[src/rtl/multicycle_ctrl.sv]
// multicycle_ctrl: multi-cycle control FSM for an RV32I-subset datapath.
// Runs one instruction at a time through FETCH, DECODE, EXEC, then MEM and/or
// WB, and drives register addresses, ALU control, operand and immediate
// selects, memory strobes and the PC update strobe.
// Optional feature: define RETIRE_CNT_EN to add the 32-bit retire_cnt output,
// which counts PC updates.
module multicycle_ctrl #(
  parameter int A_WIDTH = 5,
  parameter int D_WIDTH = 32
) (
  input  logic               clk,
  input  logic               rst,
  output logic               imem_req,
  input  logic               imem_ack,
  input  logic [D_WIDTH-1:0] instr,
  output logic               dmem_req,
  output logic               dmem_we,
  input  logic               dmem_ack,
  input  logic               eq,
  output logic [A_WIDTH-1:0] rs1,
  output logic [A_WIDTH-1:0] rs2,
  output logic [A_WIDTH-1:0] rd,
  output logic               regWrite,
  output logic [2:0]         ALUctrl,
  output logic               ALUsrc,
  output logic [1:0]         imm_src,
  output logic               result_src,
  output logic               pc_en,
  output logic               pc_src,
  output logic               busy,
  output logic               trap
`ifdef RETIRE_CNT_EN
  ,
  output logic [31:0]        retire_cnt
`endif
);

  localparam logic [6:0] OP_R    = 7'b0110011;
  localparam logic [6:0] OP_I    = 7'b0010011;
  localparam logic [6:0] OP_LOAD = 7'b0000011;
  localparam logic [6:0] OP_STORE= 7'b0100011;
  localparam logic [6:0] OP_BR   = 7'b1100011;
  localparam logic [6:0] OP_LUI  = 7'b0110111;

  localparam logic [2:0] ALU_ADD = 3'b000;
  localparam logic [2:0] ALU_SUB = 3'b001;
  localparam logic [2:0] ALU_AND = 3'b010;
  localparam logic [2:0] ALU_OR  = 3'b011;
  localparam logic [2:0] ALU_SLT = 3'b101;

  localparam logic [1:0] IMM_I = 2'b00;
  localparam logic [1:0] IMM_S = 2'b01;
  localparam logic [1:0] IMM_B = 2'b10;
  localparam logic [1:0] IMM_U = 2'b11;

  // Reset value of the instruction register: addi x0,x0,0.
  localparam logic [D_WIDTH-1:0] NOP = 32'h0000_0013;

  typedef enum logic [2:0] {
    S_FETCH  = 3'd0,
    S_DECODE = 3'd1,
    S_EXEC   = 3'd2,
    S_MEM    = 3'd3,
    S_WB     = 3'd4,
    S_TRAP   = 3'd5
  } state_t;

  state_t             state_reg;
  state_t             state_next;
  logic [D_WIDTH-1:0] instr_reg;

  logic [6:0] opcode;
  logic [2:0] funct3;
  logic [6:0] funct7;

  logic       is_r;
  logic       is_addi;
  logic       is_lw;
  logic       is_sw;
  logic       is_br;
  logic       is_beq;
  logic       is_lui;
  logic       legal;
  logic [2:0] dec_aluctrl;
  logic       dec_alusrc;
  logic [1:0] dec_imm_src;
  logic       in_instr;

  assign opcode = instr_reg[6:0];
  assign funct3 = instr_reg[14:12];
  assign funct7 = instr_reg[31:25];

  // Decode the latched instruction into class flags and datapath controls.
  always_comb begin
    is_r        = 1'b0;
    is_addi     = 1'b0;
    is_lw       = 1'b0;
    is_sw       = 1'b0;
    is_br       = 1'b0;
    is_beq      = 1'b0;
    is_lui      = 1'b0;
    dec_aluctrl = ALU_ADD;
    dec_alusrc  = 1'b0;
    dec_imm_src = IMM_I;
    unique case (opcode)
      OP_R: begin
        if (funct7 == 7'b0000000) begin
          unique case (funct3)
            3'b000:  begin is_r = 1'b1; dec_aluctrl = ALU_ADD; end
            3'b111:  begin is_r = 1'b1; dec_aluctrl = ALU_AND; end
            3'b110:  begin is_r = 1'b1; dec_aluctrl = ALU_OR;  end
            3'b010:  begin is_r = 1'b1; dec_aluctrl = ALU_SLT; end
            default: is_r = 1'b0;
          endcase
        end else if (funct7 == 7'b0100000 && funct3 == 3'b000) begin
          is_r        = 1'b1;
          dec_aluctrl = ALU_SUB;
        end
      end
      OP_I: begin
        if (funct3 == 3'b000) begin
          is_addi     = 1'b1;
          dec_alusrc  = 1'b1;
          dec_imm_src = IMM_I;
        end
      end
      OP_LOAD: begin
        if (funct3 == 3'b010) begin
          is_lw       = 1'b1;
          dec_alusrc  = 1'b1;
          dec_imm_src = IMM_I;
        end
      end
      OP_STORE: begin
        if (funct3 == 3'b010) begin
          is_sw       = 1'b1;
          dec_alusrc  = 1'b1;
          dec_imm_src = IMM_S;
        end
      end
      OP_BR: begin
        if (funct3 == 3'b000 || funct3 == 3'b001) begin
          is_br       = 1'b1;
          is_beq      = (funct3 == 3'b000);
          dec_aluctrl = ALU_SUB;
          dec_imm_src = IMM_B;
        end
      end
      OP_LUI: begin
        is_lui      = 1'b1;
        dec_alusrc  = 1'b1;
        dec_imm_src = IMM_U;
      end
      default: legal_dummy_nop();
    endcase
  end

  // Kept as a no-op so the default arm of the decode case is explicit.
  function automatic void legal_dummy_nop();
  endfunction

  assign legal = is_r | is_addi | is_lw | is_sw | is_br | is_lui;

  // Register addresses come straight from the latched word; lui reads x0 so the
  // datapath computes 0 + U-immediate.
  assign rs1 = is_lui ? '0 : instr_reg[15 +: A_WIDTH];
  assign rs2 = instr_reg[20 +: A_WIDTH];
  assign rd  = instr_reg[7 +: A_WIDTH];

  // State register with synchronous reset.
  always_ff @(posedge clk) begin
    if (rst) begin
      state_reg <= S_FETCH;
    end else begin
      state_reg <= state_next;
    end
  end

  // Instruction register: captured on the fetch handshake only.
  always_ff @(posedge clk) begin
    if (rst) begin
      instr_reg <= NOP;
    end else if (state_reg == S_FETCH && imem_ack) begin
      instr_reg <= instr;
    end
  end

  // Next-state logic.
  always_comb begin
    state_next = state_reg;
    unique case (state_reg)
      S_FETCH:  if (imem_ack) state_next = S_DECODE;
      S_DECODE: state_next = legal ? S_EXEC : S_TRAP;
      S_EXEC: begin
        if (is_br)              state_next = S_FETCH;
        else if (is_lw || is_sw) state_next = S_MEM;
        else                    state_next = S_WB;
      end
      S_MEM:    if (dmem_ack) state_next = is_lw ? S_WB : S_FETCH;
      S_WB:     state_next = S_FETCH;
      S_TRAP:   state_next = S_TRAP;
      default:  state_next = S_FETCH;
    endcase
  end

  // Decoded datapath controls are presented from DECODE until the instruction
  // retires; they read as zero while fetching or trapped.
  assign in_instr = (state_reg == S_DECODE) || (state_reg == S_EXEC) ||
                    (state_reg == S_MEM)    || (state_reg == S_WB);

  // Output logic; strobes are masked by rst so an aborted instruction never
  // writes the regfile or moves the PC.
  always_comb begin
    imem_req   = 1'b0;
    dmem_req   = 1'b0;
    dmem_we    = 1'b0;
    regWrite   = 1'b0;
    result_src = 1'b0;
    pc_en      = 1'b0;
    pc_src     = 1'b0;
    trap       = 1'b0;
    busy       = (state_reg != S_FETCH);
    ALUctrl    = in_instr ? dec_aluctrl : ALU_ADD;
    ALUsrc     = in_instr ? dec_alusrc  : 1'b0;
    imm_src    = in_instr ? dec_imm_src : IMM_I;
    unique case (state_reg)
      S_FETCH: imem_req = 1'b1;
      S_EXEC: begin
        if (is_br) begin
          pc_en  = ~rst;
          pc_src = is_beq ? eq : ~eq;
        end
      end
      S_MEM: begin
        dmem_req = 1'b1;
        dmem_we  = is_sw;
        if (is_sw && dmem_ack) begin
          pc_en  = ~rst;
          pc_src = 1'b0;
        end
      end
      S_WB: begin
        regWrite   = (rd != '0) & ~rst;
        result_src = is_lw;
        pc_en      = ~rst;
        pc_src     = 1'b0;
      end
      S_TRAP:  trap = 1'b1;
      default: trap = 1'b0;
    endcase
  end

`ifdef RETIRE_CNT_EN
  logic [31:0] retire_cnt_reg;

  // Count retired instructions; wraps naturally at 2^32.
  always_ff @(posedge clk) begin
    if (rst) begin
      retire_cnt_reg <= 32'd0;
    end else if (pc_en && state_reg != S_TRAP) begin
      retire_cnt_reg <= retire_cnt_reg + 32'd1;
    end
  end

  assign retire_cnt = retire_cnt_reg;
`endif

endmodule
[config.mk]
export PLATFORM = sky130hd
export DESIGN_NAME = multicycle_ctrl
export DESIGN_NICKNAME = d
export VERILOG_FILES = /design/src/rtl/multicycle_ctrl.sv
export SDC_FILE = /design/constraint.sdc
export NUM_CORES = 1
export LEC_CHECK = 0
export BUFFER_PORTS_ARGS = -buffer_cell sky130_fd_sc_hd__clkbuf_2
export CAP_MARGIN = 30
export CORE_MARGIN = 2
export CORE_UTILIZATION = 52
export CTS_CLUSTER_DIAMETER = 30
export CTS_CLUSTER_SIZE = 12
export DETAILED_ROUTE_END_ITERATION = 8
export HOLD_SLACK_MARGIN = 0.03
export PLACE_DENSITY = 0.84
export SLEW_MARGIN = 10
export SYNTH_ARGS = -nofsm -noshare
export SYNTH_HDL_FRONTEND = slang
export SYNTH_SLANG_ARGS = --single-unit
[constraint.sdc]
create_clock -name clk -period 3.5 [get_ports clk]
set_clock_uncertainty 0.2 [all_clocks]
set_input_delay 0.175 -clock clk [delete_from_list [all_inputs] [get_ports clk]]
set_output_delay 0.175 -clock clk [all_outputs]
set_load 0.02 [all_outputs]
## After elaboration in Yosys (flattened, before gate mapping)

Cells that the tools add are included.

| operators by class | value |
|---|---|
| equality and inequality tests | 18 |
| muxes and demuxes | 46 |
| bitwise logic cells | 8 |
| reductions and logical operators | 16 |

Operators by type and width:

| operator | number |
|---|---|
| 1-bit two-way mux | 29 |
| 7-bit by 6-bit == test with 1-bit output, second input constant | 4 |
| 3-bit two-way mux | 8 |
| 3-bit case mux with 5 select lines | 1 |
| 3-bit == test, second input constant | 4 |
| 3-bit by 2-bit == test with 1-bit output, second input constant | 3 |
| 3-bit case mux with 3 select lines | 1 |
| 7-bit by 2-bit == test with 1-bit output, second input constant | 1 |
| 7-bit by 5-bit == test with 1-bit output, second input constant | 1 |
| 7-bit == test, second input constant | 1 |
| 7-bit logical NOT | 1 |
| 3-bit by 1-bit == test with 1-bit output, second input constant | 2 |
| 3-bit logical NOT | 2 |
| 1-bit case mux with 3 select lines | 2 |
| 2-bit case mux with 3 select lines | 1 |
| 3-bit case mux with 2 select lines | 1 |
| 1-bit logical OR | 5 |
| 5-bit two-way mux | 1 |
| 1-bit bitwise OR | 5 |
| 5-bit nonzero test | 1 |
| 2-bit two-way mux | 2 |
| 2-bit inequality test, second input constant | 2 |
| 4-bit OR reduction | 1 |
| 1-bit logical AND | 3 |
| other kinds (5) | 6 |

| storage, ports and cells | value |
|---|---|
| register bits | 35 |
| input bits | 37 |
| logic and storage cells | 90 |

## Depth between registers and ports, before layout

| depth | value |
|---|---|
| depth in word-level cells | 12 |
| mapped depth | 7 |
| mapped depth without buffers | 5 |

## Least setup slack after synthesis

Ideal clock, no wire load.

| timing path | value |
|---|---|
| kind | reg-to-output |
| from | reg state_reg[0] |
| to | out ALUctrl[2] |
| data arrival time | 1.781 ns |
| path slack | 1.344 ns |
| stages on the path, launching flop included | 7 |
| path buffers | 1 |
| cell sequence | dfxtp_1 -> buf_2 -> nor2_1 -> xor2_1 -> or2_2 -> or3_1 -> nor3_1 |

| between the ends | value |
|---|---|
| cells in the longest elaborated chain, start to end | 5 |

Ends and longest elaborated chain:

| element | line | text |
|---|---|---|
| from (decl) | 68 | `state_t state_reg;` |
| from (signal assigned) | 175 | `state_reg <= state_next;` |
| 3-bit by 1-bit == test with 1-bit output / 3-bit by 2-bit == test with 1-bit output (equally long branches) | 208 | `assign in_instr = (state_reg == S_DECODE) \|\| (state_reg == S_EXEC) \|\|` |
| 1-bit logical OR (2 in series) | 208 |  |
| 1-bit logical OR * | 209 | `(state_reg == S_MEM) \|\| (state_reg == S_WB);` |
| 3-bit two-way mux * | 223 | `ALUctrl = in_instr ? dec_aluctrl : ALU_ADD;` |
| to (decl) | 24 | `output logic [2:0] ALUctrl,` |

Every way passes the cells marked *; elsewhere a longest branch is shown, timed or not.

## Final worst setup path

| timing path | value |
|---|---|
| from | reg instr_reg[13] |
| to | out imm_src[0] |

| between the ends | value |
|---|---|
| cells in the longest elaborated chain, start to end | 4 |

Ends and longest elaborated chain:

| element | line | text |
|---|---|---|
| from (decl) | 70 | `logic [D_WIDTH-1:0] instr_reg;` |
| from (signal assigned) | 184 | `instr_reg <= instr;` |
| 3-bit by 2-bit == test with 1-bit output | 135 | `if (funct3 == 3'b010) begin` |
| 1-bit two-way mux | 135 |  |
| 2-bit case mux with 3 select lines | 105 | `unique case (opcode)` |
| 2-bit two-way mux | 225 | `imm_src = in_instr ? dec_imm_src : IMM_I;` |
| to (decl) | 26 | `output logic [1:0] imm_src,` |

No other way between the ends.

==> summary.md <==
| Metric | Value |
|---|---|
| Critical Path RT | ~3100 ps |
| Post-synth EDFFs | 0 |
| Starting Density | 0.5367 |
| Area leader, netlist | dfxtp_1 |
| Share of cells above drive strength 1 | 0.2492 |
| Register bit total from synthesis | 35 |
| Clock Tree Buf Depth | 2 |
| Yosys cell types | 40 |
| Top cell type's share of synthesized area | 0.3944 |
| Chip width | about 62 um |
| Die Area | 0.003900 mm2 |
| PortBufs | between 60 and 70 |
| I/O pin total | 67 |
| FP Rows | 21 |
| Global route hottest layer | met2 |
| ANT nets after route | 0 |
| Crit path DAT | approximately 2200 ps |
| Pin count of the biggest net entering global routing | 38 |
| CTS tree | built |
| Post-synthesis sequential area ratio | 0.3944 |
| Final Non-Filler Cells | about 370 |
| Max-slew headroom | 0.4987 |
| LEAKAGE | around 0.0011 uW |
| Final TNS setup | 0 ps |
| Post-CTS setup buffers | 0 |
| DRT iter0 DRCs | roughly 140 |
| Diodes inserted | 0 |
| Area of the core | about 0.0033 mm2 |
| Yosys warnings | 0 |
| Syn_nets | roughly 280 |
| Antenna violations before repair | 0 |
| Startpoint types | flop |
| Clock root cell | clkbuf_4 |
| Final core area utilization | 0.7347 |
| Worst-Skew Late Latency | roughly 330 ps |
| Flip-flop count of the largest register after layout | 32 |
| Final setup vio count | 0 |
| Synth area leaders | dfxtp_1 39%, nand2_1 15%, a21oi_1 9.6% |
| Final min period | around 2600 ps |
| GR met3 Demand/Resource | 0.05766 |
| RSZ-0062 raised after global routing | false |
| Max stage delay on crit path | between 500 and 600 ps |
| First-pass GRT wire length | a little under 8 mm |
| H-tree Lvls | 2 |
| Wire length per cell | ~12 um |
| Final cycle utilization of the critical path | 0.7296 |
| Commonest cells in the netlist | 73 x nand2_1, 35 x dfxtp_1, 34 x a21oi_1 |
| Mapped Area | about 0.0018 mm2 |
| Maximum clock rate | between 0.3 and 0.4 GHz |
| GR Util All Layers | 0.2508 |
| Fin nets | roughly 360 |
| Chip Height | 62.45 um |
| Ys flop type | dfxtp_1 |
| Via count | roughly 1900 |
| Layout area overhead | 36.90% |
| Slew Limit Fails | 0 |
| Status | complete, no violations |
| M1 GR Usage | 0.2898 |
| Slew @ Worst Pin | 751.9 ps |
| Placed Cells | 332 |
| Final WL | ~4.6 mm |
| Async set or reset register ratio after synthesis | 0 |
| Hold Slack | about 130 ps |
| Congestion Overflow GR | 0 |
| Endpoints failing hold | 0 |
| Vias per cell | between 5 and 6 |
| Hpwl dp | 2.789 mm |
| Post-Syn Area per Cell | ~7.3 um2 |
| Cts bufs inserted | 5 |
| Worst path cell trace | or4b_4 -> or3_4 -> inv_1 -> nand2_1 -> a21oi_1 -> clkbuf_2 |
| Setup CP Type | reg2out |
| Top delay family on crit path | simple AND/OR/NAND/NOR gates |
| Pwr Density | about 450 mW/mm2 |
| Hold crit path type | in2reg |
| Initial DRT Pass Iterations | 4 |
| Vias in the first global route | between 1500 and 2000 |
| Top-count cell post-synth | nand2_1 |
| Clk sinks | 35 |
| Post-Syn Instances | 244 |
| Clock transition at path regs | approximately 100 ps |
| Global-route track usage on met2 | 0.4530 |
| Worst Path Max Fanout | 9 |
| CP max-delay cell | or4b_4 |
| Peak supply drop | 0.0003096 V |
| CP bufs+invs | 2 |
| Max Cap Violations | 0 |
| Final GP Congestion | about 0.94 |
| DRC violations left | 0 |
| CP endpoint kind | output pin |
layer usage:
metal / wire, um / up-vias
li1: - / 969
met1: 1822 / 863
met2: 2359 / 72
met3: 283 / 13
met4: 87 / 0
met5: 0 / -
worst register-to-register path, stage by stage, from the launching register on:
cell	delay [ps]
dfxtp_1	460
or4b_4	510
or3_4	400
o21bai_1	220
nand2_1	80
a21oi_1	120
area by class of cell:
| cell class | count | area (um2) |
|---|---|---|
| clock buffers | 6 | 51.30 |
| clock inverters | 1 | 5.005 |
| fillers | 265 | 878.3 |
| inverters | 6 | 22.52 |
| multi-input cells | 177 | 909.6 |
| flip-flops and latches | 35 | 700.7 |
| well taps | 46 | 57.56 |
| repair buffers | 100 | 685.7 |
path summary, 6_finish.rpt:
check	start	slack (ps)	endpoint	cells after the start
min	dmem_ack	130	state_reg[2]$_SDFFE_PP0P_	5
max	instr_reg[13]$_SDFFE_PP0P_	950	imm_src[0]	6
min reg2reg	instr_reg[17]$_SDFFE_PP0P_	250	instr_reg[17]$_SDFFE_PP0P_	2
max reg2reg	instr_reg[13]$_SDFFE_PP0P_	1420	state_reg[1]$_SDFFE_PP0P_	5
power by group:
group          internal (uW)  switching (uW)  leakage, uW
Clock                   93.0             127    0.0000341
Sequential               447            49.8     0.000287
Combinational            159             208     0.000769
per-stage QoR:
stage | area, um2 | setup slack, ps | power (uW)
6_report | 2432 | 946.3 | 1083
5_1_grt | 2432 | 769.5 | 1158
4_1_cts | 2432 | 944.1 | 1083
3_5_place_dp | 2056 | 1325 | 839.1
3_3_place_gp | 2028 | 1358 | 816.4
2_1_floorplan | 1777 | 1344 | 752.8
cell families after synthesis:
| family | count (synthesis) | synth area share |
|---|---|---|
| DFF | 35 | 0.3944 |
| AOI/OAI and AO/OA | 47 | 0.1542 |
| buffers and inverters | 32 | 0.09366 |
| xor gates and xnor gates | 2 | 0.009861 |
| muxes | 1 | 0.006338 |
| and+or+nand+nor | 127 | 0.3416 |
cell usage in the layout (no fill, tap or decap), types with 3 or more instances in the layout:
cell / count
a21oi_1: 34
clkbuf_4: 5
nor3_1: 7
dlygate4sd3_1: 32
nand2_1: 73
nor2_1: 14
clkbuf_2: 66
nand3b_1: 3
inv_1: 6
and2_1: 8
dfxtp_1: 35
timing repair:
action                    CTS  global route
gates resized for setup     0             0
hold endpoints to repair   32             0
hold buffers               32             0
(Power assumes the default switching activity.)
